===== src/rtl/store_unit.sv =====
// store_unit: S-type store execution with byte strobes, memory handshake and watchdog
module store_unit #(
  parameter int unsigned TIMEOUT = 16,
  parameter int unsigned CNT_W   = 8
) (
  input  logic        clk,
  input  logic        rst,
  input  logic        in_valid,
  output logic        in_ready,
  input  logic [2:0]  funct3,
  input  logic [11:0] imm,
  input  logic [31:0] rs1_val,
  input  logic [31:0] rs2_val,
  output logic        mem_req,
  output logic [31:0] mem_addr,
  output logic [31:0] mem_wdata,
  output logic [3:0]  mem_wstrb,
  input  logic        mem_ack,
  output logic        done,
  output logic [1:0]  status,
  output logic        busy
);
  typedef enum logic [1:0] {IDLE, REQ, DONE} state_t;
  state_t state_q, state_d;
  logic [CNT_W-1:0] cnt_q, cnt_d;
  logic [31:0] addr_q, addr_d, wdata_q, wdata_d;
  logic [3:0] wstrb_q, wstrb_d;
  logic [1:0] status_q, status_d;
  logic [31:0] ea;
  logic is_sb, is_sh, is_sw, misaligned;
  assign ea = rs1_val + {{20{imm[11]}}, imm};
  assign is_sb = funct3 == 3'b000;
  assign is_sh = funct3 == 3'b001;
  assign is_sw = funct3 == 3'b010;
  assign misaligned = (is_sh && ea[0]) || (is_sw && ea[1:0] != 2'b00);
  assign in_ready  = state_q == IDLE;
  assign busy      = state_q != IDLE;
  assign mem_req   = state_q == REQ;
  assign done      = state_q == DONE;
  assign mem_addr  = addr_q;
  assign mem_wdata = wdata_q;
  assign mem_wstrb = wstrb_q;
  assign status    = status_q;
  // next-state: accept/decode in IDLE, handshake plus watchdog in REQ, single-cycle DONE
  always_comb begin
    state_d  = state_q;
    cnt_d    = cnt_q;
    addr_d   = addr_q;
    wdata_d  = wdata_q;
    wstrb_d  = wstrb_q;
    status_d = status_q;
    case (state_q)
      IDLE: if (in_valid) begin
        if (!(is_sb || is_sh || is_sw)) begin
          state_d  = DONE;
          status_d = 2'b10;
        end else if (misaligned) begin
          state_d  = DONE;
          status_d = 2'b01;
        end else begin
          state_d = REQ;
          cnt_d   = '0;
          addr_d  = {ea[31:2], 2'b00};
          wstrb_d = is_sw ? 4'b1111 : (is_sh ? 4'b0011 : 4'b0001) << ea[1:0];
          wdata_d = is_sw ? rs2_val : is_sh ? {2{rs2_val[15:0]}} : {4{rs2_val[7:0]}};
        end
      end
      REQ: begin
        cnt_d = mem_ack ? cnt_q : cnt_q + 1'b1;
        if (mem_ack) begin
          state_d  = DONE;
          status_d = 2'b00;
        end else if (cnt_q == CNT_W'(TIMEOUT - 1)) begin
          state_d  = DONE;
          status_d = 2'b11;
        end
      end
      default: state_d = IDLE;
    endcase
  end
  // state and datapath registers, asynchronously cleared
  always_ff @(posedge clk or posedge rst) begin
    if (rst) begin
      state_q  <= IDLE;
      cnt_q    <= '0;
      addr_q   <= '0;
      wdata_q  <= '0;
      wstrb_q  <= '0;
      status_q <= '0;
    end else begin
      state_q  <= state_d;
      cnt_q    <= cnt_d;
      addr_q   <= addr_d;
      wdata_q  <= wdata_d;
      wstrb_q  <= wstrb_d;
      status_q <= status_d;
    end
  end
endmodule


===== config.mk =====
export PLATFORM = sky130hd
export DESIGN_NAME = store_unit
export DESIGN_NICKNAME = d
export VERILOG_FILES = /design/src/rtl/store_unit.sv
export SDC_FILE = /design/constraint.sdc
export NUM_CORES = 1
export LEC_CHECK = 0
export ABC_CLOCK_PERIOD_IN_PS = 2800
export CORE_MARGIN = 10
export CORE_UTILIZATION = 47
export CTS_BUF_LIST = sky130_fd_sc_hd__clkbuf_4 sky130_fd_sc_hd__clkbuf_8 sky130_fd_sc_hd__clkbuf_16
export DETAILED_ROUTE_END_ITERATION = 6
export PLACE_DENSITY_LB_ADDON = 0.1
export SYNTH_ARGS = -nofsm -noshare
export SYNTH_HDL_FRONTEND = slang
export SYNTH_SLANG_ARGS = --single-unit

===== constraint.sdc =====
create_clock -name clk -period 2.8 [get_ports clk]
set_input_delay 0.56 -clock clk [delete_from_list [all_inputs] [get_ports clk]]
set_output_delay 0.56 -clock clk [all_outputs]
set_load 0.05 [all_outputs]

======== After elaboration in Yosys (flattened, before gate mapping) ========
Cells that the tools add are included.
word-level totals
  register bits ........................... 78
  output and inout port bits .............. 74
  logic and storage cells ................. 56
  input bits .............................. 83
operators by class
  equality and inequality tests ........... 11
  shifts and indexed selects .............. 1
  reductions and logical operators ........ 14
  multiplexer cells ....................... 21
  add/sub/neg operators ................... 2
  bitwise operators ....................... 1
operator list
  operator             count
  $mux 32              2
  $add 32x32->32       1
  $mux 8               4
  $mux 2               11
  $pmux 8 s2           1
  $add 8x1->8 const B  1
  $eq 8x4->1 const B   1
  $pmux 2 s2           2
  $reduce_and 4->1     2
  $ne 2x2->1 const B   3
  $reduce_bool 2->1    3
  $reduce_and 5->1     1
  $mux 4               1
  $shl 2x2->4          1
  $eq 3x1->1 const B   1
  $eq 3x2->1 const B   1
  $logic_not 3->1      1
  $logic_or 1x1->1     3
  $ne 3x1->1 const B   1
  $ne 3x3->1 const B   1
  $eq 2x1->1 const B   1
  $eq 2x2->1 const B   1
  $logic_and 1x1->1    2
  $logic_not 2->1      1
  3 further kinds      3

======== Logic depth before layout (Yosys ltp) ========
Gate-level depths: netlist of run 1.
  depth after elaboration ................. 8
  depth in mapped cells ................... 11
  gate-level depth less buffers ........... 10

======== Worst setup path after synthesis of run 1 ========
OpenSTA, ideal clock, no wires.
  path type ............................... input port to flip-flop
  start point ............................. input imm[0]
  end point ............................... register addr_q[12] (netlist: mem_addr[12])
  slack ................................... 0.126 ns
  stages .................................. 10
  arrival time ............................ 2.541 ns
  data required time ...................... 2.667 ns
  library setup time ...................... 0.133 ns
  path buffers ............................ 0
  cell sequence ........................... ha_1 -> fa_1 -> a211oi_1 -> o21ai_0 -> a41oi_1 -> o21ai_0 -> a21o_1 -> a21oi_1 -> xor2_1 -> o21ai_0
between the ends
  longest elaborated chain between the ends .. 6
  elaborated cells on any way between the ends .. 7
  classes of those cells .................. add/sub: 1; bitwise: 1; reduce/logical: 5
RTL lines
  element                            RTL line  text
  from (decl)                        11        input logic [11:0] imm,
  $add 32x32->32 *                   31        assign ea = rs1_val + {{20{imm[11]}}, imm};
  $reduce_bool 2->1                  35        assign misaligned = (is_sh && ea[0]) || (is_sw && ea[1:0] != 2'b00);
  $logic_and 1x1->1                  35
  $logic_or 1x1->1                   35
  $not 1->1 (no source line)         --
  $reduce_and 4->1 (no source line)  --
  to (signal assigned)               93        addr_q <= addr_d;
  to (decl)                          26        logic [31:0] addr_q, addr_d, wdata_q, wdata_d;
Mark *: on every way between the ends. The rest lies on a longest branch, timed or not.
A chain may end at the register's enable or synchronous reset.

======== Final worst setup path of run 1 ========
  start point ............................. input rs1_val[0]
  end point ............................... register addr_q[12] (netlist: mem_addr[12])
between the ends
  longest elaborated chain between the ends .. 6
  elaborated cells on any way between the ends .. 7
  classes of those cells .................. add/sub: 1; bitwise: 1; reduce/logical: 5
RTL lines
  element                            RTL line  text
  from (decl)                        12        input logic [31:0] rs1_val,
  $add 32x32->32 *                   31
  $reduce_bool 2->1                  35
  $logic_and 1x1->1                  35
  $logic_or 1x1->1                   35
  $not 1->1 (no source line)         --
  $reduce_and 4->1 (no source line)  --
Marks and branches as above.

==> reports/qor.yml, run 1 <==
outcome:
  outcome: "completed"
grt:
  grt_overflow: 0
  grt_pass1_wl_um: 26020
  antenna_found_initial: 0
  track_usage_pct: 21.09
  grt_pass1_vias: 5281
  grt_max_degree: 57
sta:
  skew_ps: 8.339
  worstMarginPinSlew_ps: 582.9
  fin_setup_tns_ps: 0
  finalSetupViolCount: 0
  clock.fmax_ghz: 0.3628
  maxSlewHeadroom_pct: 61.02
  fin_ws_ps: 43.54
  finalHoldViolations: 0
  finalCritPeriodShare_pct: 98.44
  rsz0062_at_grt: "yes"
  drv_slew: 0
  period_minus_slack_ps: 2756
worst_setup_path:
  r2r-end: "cnt_q[5]"
  path_max_fanout: 3
  start_kind: "input pin"
  end_kind: "flip-flop"
  worstSetupPathType: "input pin to flip-flop"
  r2r_slack_ps: 1010
  reg2reg_depth: 7
  arrival_ps: 3000
  r2r_start: "state_q[1]"
  required_ps: 3050
routing:
  wirelength_um: 16330
  num_vias: 5149
  drt_iter0_drc: 275
  drc_errors: 0
  avgViaCountPerCell: 5.308
  drt_pass1_iterations: 4
  wire_per_inst_um: 16.84
  ant_nets: 0
synth:
  ys_ff_latch: 78
  syn_area_mm2: 0.005004
  synth_area_leaders: "dfrtp_1 (39%), ha_1 (8.0%), nand2_1 (7.8%)"
  yosysWarnings: 0
  synth_ff_type: "dfrtp_1"
  synth_edf_count: 0
  async_flop_share_pct: 100.0
  yosysTopAreaCell: "dfrtp_1"
  synth.top_cell.area_share_pct: 39.01
  postSynthCellCount: 577
  ys_seq_area_share_pct: 39.01
  syn_area_per_cell_um2: 8.672
  synth_cell_types: 60
clock_tree:
  htreeDepth: 3
  clk_path_buf_depth: 2
  root_buffer: "clkbuf_8"
  cts_tree: "built"
  clk_latency_ps: 370
  ctsHoldBuffers: 0
  clock_sinks: 78
  cts.clk_slew.worst_paths_ps: 80
  cts_buffers: 9
worst_hold_path:
  min_delay_worst_endpoint: "mem_wdata[19]"
  hold-path-cell-count: 2
  worstHoldPathType: "flip-flop to flip-flop"
  hold_path.startpoint: "mem_wdata[19]"
die:
  num_io_pins: 157
  core_mm2: 0.01037
  die_h_um: 123.2
  die_x_um: 123.2
  num_rows: 37
  initial_core_util_pct: 48.25
  die_area_mm2: 0.01517
pwr:
  vdd_drop_max_mv: 0.5510
  p_leak_nw: 3.644
  power.density_mw_per_mm2: 806.1
place:
  portBuffers: 154
  dp.cells: 950
  pre_cts_ws_ps: -572.5
  dp_hpwl_um: 12850
  place_congestion: 0.8752
final_layout:
  finalNonFillerCells: 970
  diodes: 0
  num-fill-cells: 797
  area_growth_pct: 58.44
  fin_nets: 945
  drive_gt1_share_pct: 21.22
flow_run:
  drv_cap: 0
==> report_power, final <==
group	switching, mW	leakage, nW	internal, mW
sequential	0.242	0.980	1.55
combinational	2.43	2.57	1.36
clock	0.448	0.0927	0.356
total	3.12	3.64	3.27
==> synth_stat cells, types with 3 or more instances <==
cell type	n
xnor2_1	14
a21o_1	11
inv_1	16
o2111ai_1	3
nor2b_1	4
o22ai_1	4
o21ai_1	4
o21bai_1	3
o21a_1	4
a211oi_1	4
a21oi_1	44
dfrtp_1	78
mux2_2	3
nor3b_1	3
nor3_1	5
o211ai_1	3
a211oi_2	3
or3_1	3
nand4_1	7
nand2_1	104
o21ai_0	62
clkbuf_1	16
a31oi_1	4
mux2i_1	25
and2_1	4
buf_2	5
nand3_1	11
nor2_1	44
xor2_1	16
ha_1	32
==> sequential cells by signal, indices dropped and copies added, names as in the netlist <==
| signal | count |
|---|---|
| status | 2 |
| state_q | 2 |
| mem_wstrb | 4 |
| mem_wdata | 32 |
| cnt_q | 8 |
| mem_addr | 30 |
==> repair_timing <==
item	CTS	global route
pin swaps	4	13
setup endpoints to repair	10	15
gates resized for setup	8	32
setup buffers	1	3
==> worst max path at each step <==
stage / start / end / slack, ps / cells after the start
floorplan: imm[0] / mem_addr[12] / 130 / 10
global placement: imm[0] / mem_addr[24] / -450 / 11
detailed placement: rs1_val[0] / mem_addr[30] / -570 / 12
CTS: imm[11] / mem_addr[31] / -10 / 12
global route: rs1_val[0] / mem_addr[28] / -10 / 12
finish: rs1_val[0] / mem_addr[12] / 40 / 11
==> worst max-delay path, cell delays in order <==
cell             delay [ps]
clkdlybuf4s50_1         430
ha_2                    220
fa_2                    430
a211oi_2                270
o21ai_2                 100
a41oi_2                 230
o21ai_0                 150
a21o_1                  190
a21oi_1                 170
xor2_1                  150
o21ai_0                  90
==> kinds of logic after synthesis <==
| kind of cell | after synthesis | synth area share (%) |
|---|---|---|
| DFF | 78 | 39.01 |
| AOI/OAI and AO/OA | 169 | 21.08 |
| muxes | 28 | 5.676 |
| xor gates and xnor gates | 30 | 5.251 |
| adders and majority gates | 33 | 8.402 |
| and+or+nand+nor | 196 | 17.05 |
| other | 1 | 0.07495 |
| buffers and inverters | 42 | 3.451 |
==> metrics by stage <==
stage | hold WS (ps) | cell area, µm² | total power [mW] | util [%]
after floorplan | 467.5 | 5007 | 4.068 | -
after global routing | 513.0 | 7928 | 6.714 | 76.45
after CTS | 489.3 | 7770 | 6.400 | 74.93
final | 485.2 | 7928 | 6.391 | 76.45
after detailed placement | 469.8 | 7536 | 5.574 | 72.67
after global placement | 454.0 | 7536 | 5.493 | 72.67
==> metal layers <==
metal  part of all wire [%]  global-route usage, %
met1                     43                  25.58
met5                      0                      0
met2                     50                  36.75
met3                    5.6                  4.421
met4                    1.4                  6.332
==> layout by cell type (no fill, tap or decap), types with 4 or more instances in the layout <==
cell	count
clkdlybuf4s50_1	153
nand2_1	103
buf_4	102
dfrtp_1	78
o21ai_0	58
nor2_1	41
a21oi_1	35
ha_1	27
mux2i_1	25
xor2_1	16
inv_1	15
xnor2_1	14
a21oi_2	11
a21o_1	11
nand3_1	11
clkbuf_8	10
buf_12	8
nand4_1	7
a211oi_2	5
o21ai_1	5
and2_1	4
nor2b_1	4
a31oi_1	4
==> layout make-up <==
class / count / area, µm² / area share [%]
Timing Repair Buffer: 266 / 2492 / 31.44
Sequential cell: 78 / 1952 / 24.62
Clock buffer: 11 / 145.1 / 1.831
Clock inverter: 5 / 35.03 / 0.4419
Inverter: 16 / 61.31 / 0.7734
Tap cell: 136 / 170.2 / 2.146
Multi-Input combinational cell: 458 / 3072 / 38.75
Power figures use the tool's default switching activity.
==> run 2, diff against run 1 <==
--- a/config.mk
+++ b/config.mk
@@ -6,7 +6,7 @@
 export NUM_CORES = 1
 export LEC_CHECK = 0
 export ABC_CLOCK_PERIOD_IN_PS = 2800
-export CORE_MARGIN = 10
+export CORE_MARGIN = 3
 export CORE_UTILIZATION = 47
 export CTS_BUF_LIST = sky130_fd_sc_hd__clkbuf_4 sky130_fd_sc_hd__clkbuf_8 sky130_fd_sc_hd__clkbuf_16
 export DETAILED_ROUTE_END_ITERATION = 6
==> reports/qor.yml, run 2 (synthesis results as in run 1) <==
sta:
  skew_ps: 6.413  # -1.927 ps
  maxSlewHeadroom_pct: 62.24  # +1.2 points
  clock.fmax_ghz: 0.3650  # +0.60%
  period_minus_slack_ps: 2740  # -16.57 ps
  worstMarginPinSlew_ps: 564.6  # -18.31 ps
  finalHoldViolations: 0  # unchanged
  drv_slew: 0  # unchanged
  finalCritPeriodShare_pct: 97.85  # -0.59 points
  finalSetupViolCount: 0  # unchanged
place:
  dp_hpwl_um: 11790  # -8.2%
  place_congestion: 0.8832  # +0.91%
  dp.cells: 946  # -0.42%
  portBuffers: 154  # unchanged
pwr:
  power.density_mw_per_mm2: 825.7  # +2.4%
  p_leak_nw: 3.722  # +2.2%
  vdd_drop_max_mv: 0.5938  # +7.8%
worst_setup_path:
  end_kind: "flip-flop"
  required_ps: 3040  # about the same
  start_kind: "input pin"
  arrival_ps: 2980  # -20 ps
  path_max_fanout: 4  # +1
  cp_slowest_cell: "clkdlybuf4s50_1"
  worstPathCellList: "clkdlybuf4s50_1 > ha_4 > a21oi_2 > o22ai_2 > nor4_4 > nor3_4 > a2111oi_4 > buf_4 > o41ai_4 > xnor2_1 > o21ai_1"
  worstSetupPathType: "input pin to flip-flop"
  slowest_delay_ps: 500  # +70 ps
clock_tree:
  clk_path_buf_depth: 2  # unchanged
  cts.clk_slew.worst_paths_ps: 80  # about the same
  cts_tree: "built"
  ctsHoldBuffers: 0  # unchanged
  cts_buffers: 9  # unchanged
  clk_latency_ps: 360  # about the same
  clock_sinks: 78  # unchanged
  htreeDepth: 3  # unchanged
  root_buffer: "clkbuf_8"
routing:
  drt_iter0_drc: 231  # -16%
  wirelength_um: 15570  # -4.7%
  avgViaCountPerCell: 5.384  # +1.4%
  drc_errors: 0  # unchanged
  num_vias: 5222  # +1.4%
  ant_nets: 0  # unchanged
  wire_per_inst_um: 16.05  # -4.7%
  drt_pass1_iterations: 5  # +1
final_layout:
  final_common_cell: "clkdlybuf4s50_1"
  finalNonFillerCells: 970  # unchanged
  fin_nets: 945  # unchanged
  final_cell_mix: "clkdlybuf4s50_1 (148), buf_4 (106), nand2_1 (101)"
  finish.utilization_pct: 78.50  # +2.1 points
  diodes: 0  # unchanged
  largest_reg_flops: 32  # unchanged
  drive_gt1_share_pct: 21.82  # +0.60 points
  area_growth_pct: 61.97
die:
  die_x_um: 109.2  # -11%
  num_io_pins: 157  # unchanged
  initial_core_util_pct: 48.47  # +0.22 points
  core_mm2: 0.01032  # -0.45%
  die_area_mm2: 0.01192  # -21%
  die_h_um: 109.2  # -11%
  num_rows: 37  # unchanged
grt:
  grt_max_degree: 36  # -37%
  antenna_found_initial: 0  # unchanged
  grt_overflow: 0  # unchanged
  grt_pass1_wl_um: 24030  # -7.7%
  track_usage_pct: 25.72  # +4.6 points
  grt_pass1_vias: 5111  # -3.2%
outcome:
  outcome: "completed"
flow_run:
  drv_cap: 0  # unchanged
worst_hold_path:
  worstHoldPathType: "flip-flop to flip-flop"
run 2: cell type report:
type                       count  area, µm²
clock buffer                  11      151.4
sequential                    78       1952
inverter                      16      61.31
timing repair buffer         266       2459
tap                          136      170.2
fill                         703       2220
clock inverter                 5      103.9
multi-input combinational    458       3207
run 2: final timing paths:
check                           depth (start not counted)            to          from  slack, ps
worst min-delay path                                    2  mem_wdata[0]  mem_wdata[0]        490
worst max register to register                          7      cnt_q[5]    state_q[1]        930
min in group asynchronous                               2  mem_addr[31]           rst        520
worst max-delay path                                   11  mem_addr[31]    rs1_val[8]         60
worst min register to register                          2  mem_wdata[0]  mem_wdata[0]        490
max in group asynchronous                               3  mem_wdata[3]           rst       1640
run 2: metrics by stage:
stage	total power, mW	cell area, µm²	worst slack (ps)	TNS, ps	hold WS (ps)
after global routing	7.024	8104	-77.78	-161.0	506.5
after floorplan	4.068	5007	125.8	0	467.5
after global placement	5.455	7456	-442.5	-18650	454.1
after detailed placement	5.532	7456	-550.0	-23790	467.4
final	6.692	8104	60.11	0	485.7
after CTS	6.637	7755	13.03	0	487.5
run 2: power by group:
group	switching (mW)	leakage, nW	total [mW]	internal (mW)
registers	0.254	0.980	1.81	1.55
logic	2.43	2.61	3.80	1.37
clock network	0.439	0.130	1.08	0.643
run 2: layer usage:
metal / global-route usage [%] / share of wire (%) / vias to the layer above
met3: 4.204 / 5.8 / 28
met4: 10.51 / 2.0 / 0
met2: 44.96 / 51 / 171
li1: - / - / 2551
met5: 0 / 0 / -
met1: 31.51 / 41 / 2472
run 2: what timing repair did:
action	CTS	global route
pin swaps	4	24
resized for setup	9	54
endpoints found under the setup margin	19	15
buffers inserted	1	7
run 2: worst max-delay path, delay by kind of cell:
family	cells	cell delay [ps]
AO/OA/AOI/OAI	5	860
buffers and inverters	2	700
AND/OR/NAND/NOR	2	470
adder cells (fa/ha/maj)	1	220
XOR/XNOR	1	170
==> run 3, diff against run 2 <==
--- a/config.mk
+++ b/config.mk
@@ -6,6 +6,7 @@
 export NUM_CORES = 1
 export LEC_CHECK = 0
 export ABC_CLOCK_PERIOD_IN_PS = 2800
+export CAP_MARGIN = 20
 export CORE_MARGIN = 3
 export CORE_UTILIZATION = 47
 export CTS_BUF_LIST = sky130_fd_sc_hd__clkbuf_4 sky130_fd_sc_hd__clkbuf_8 sky130_fd_sc_hd__clkbuf_16
==> results of run 3 <==
Final layout, timing and power as in run 2 (identical DEF).
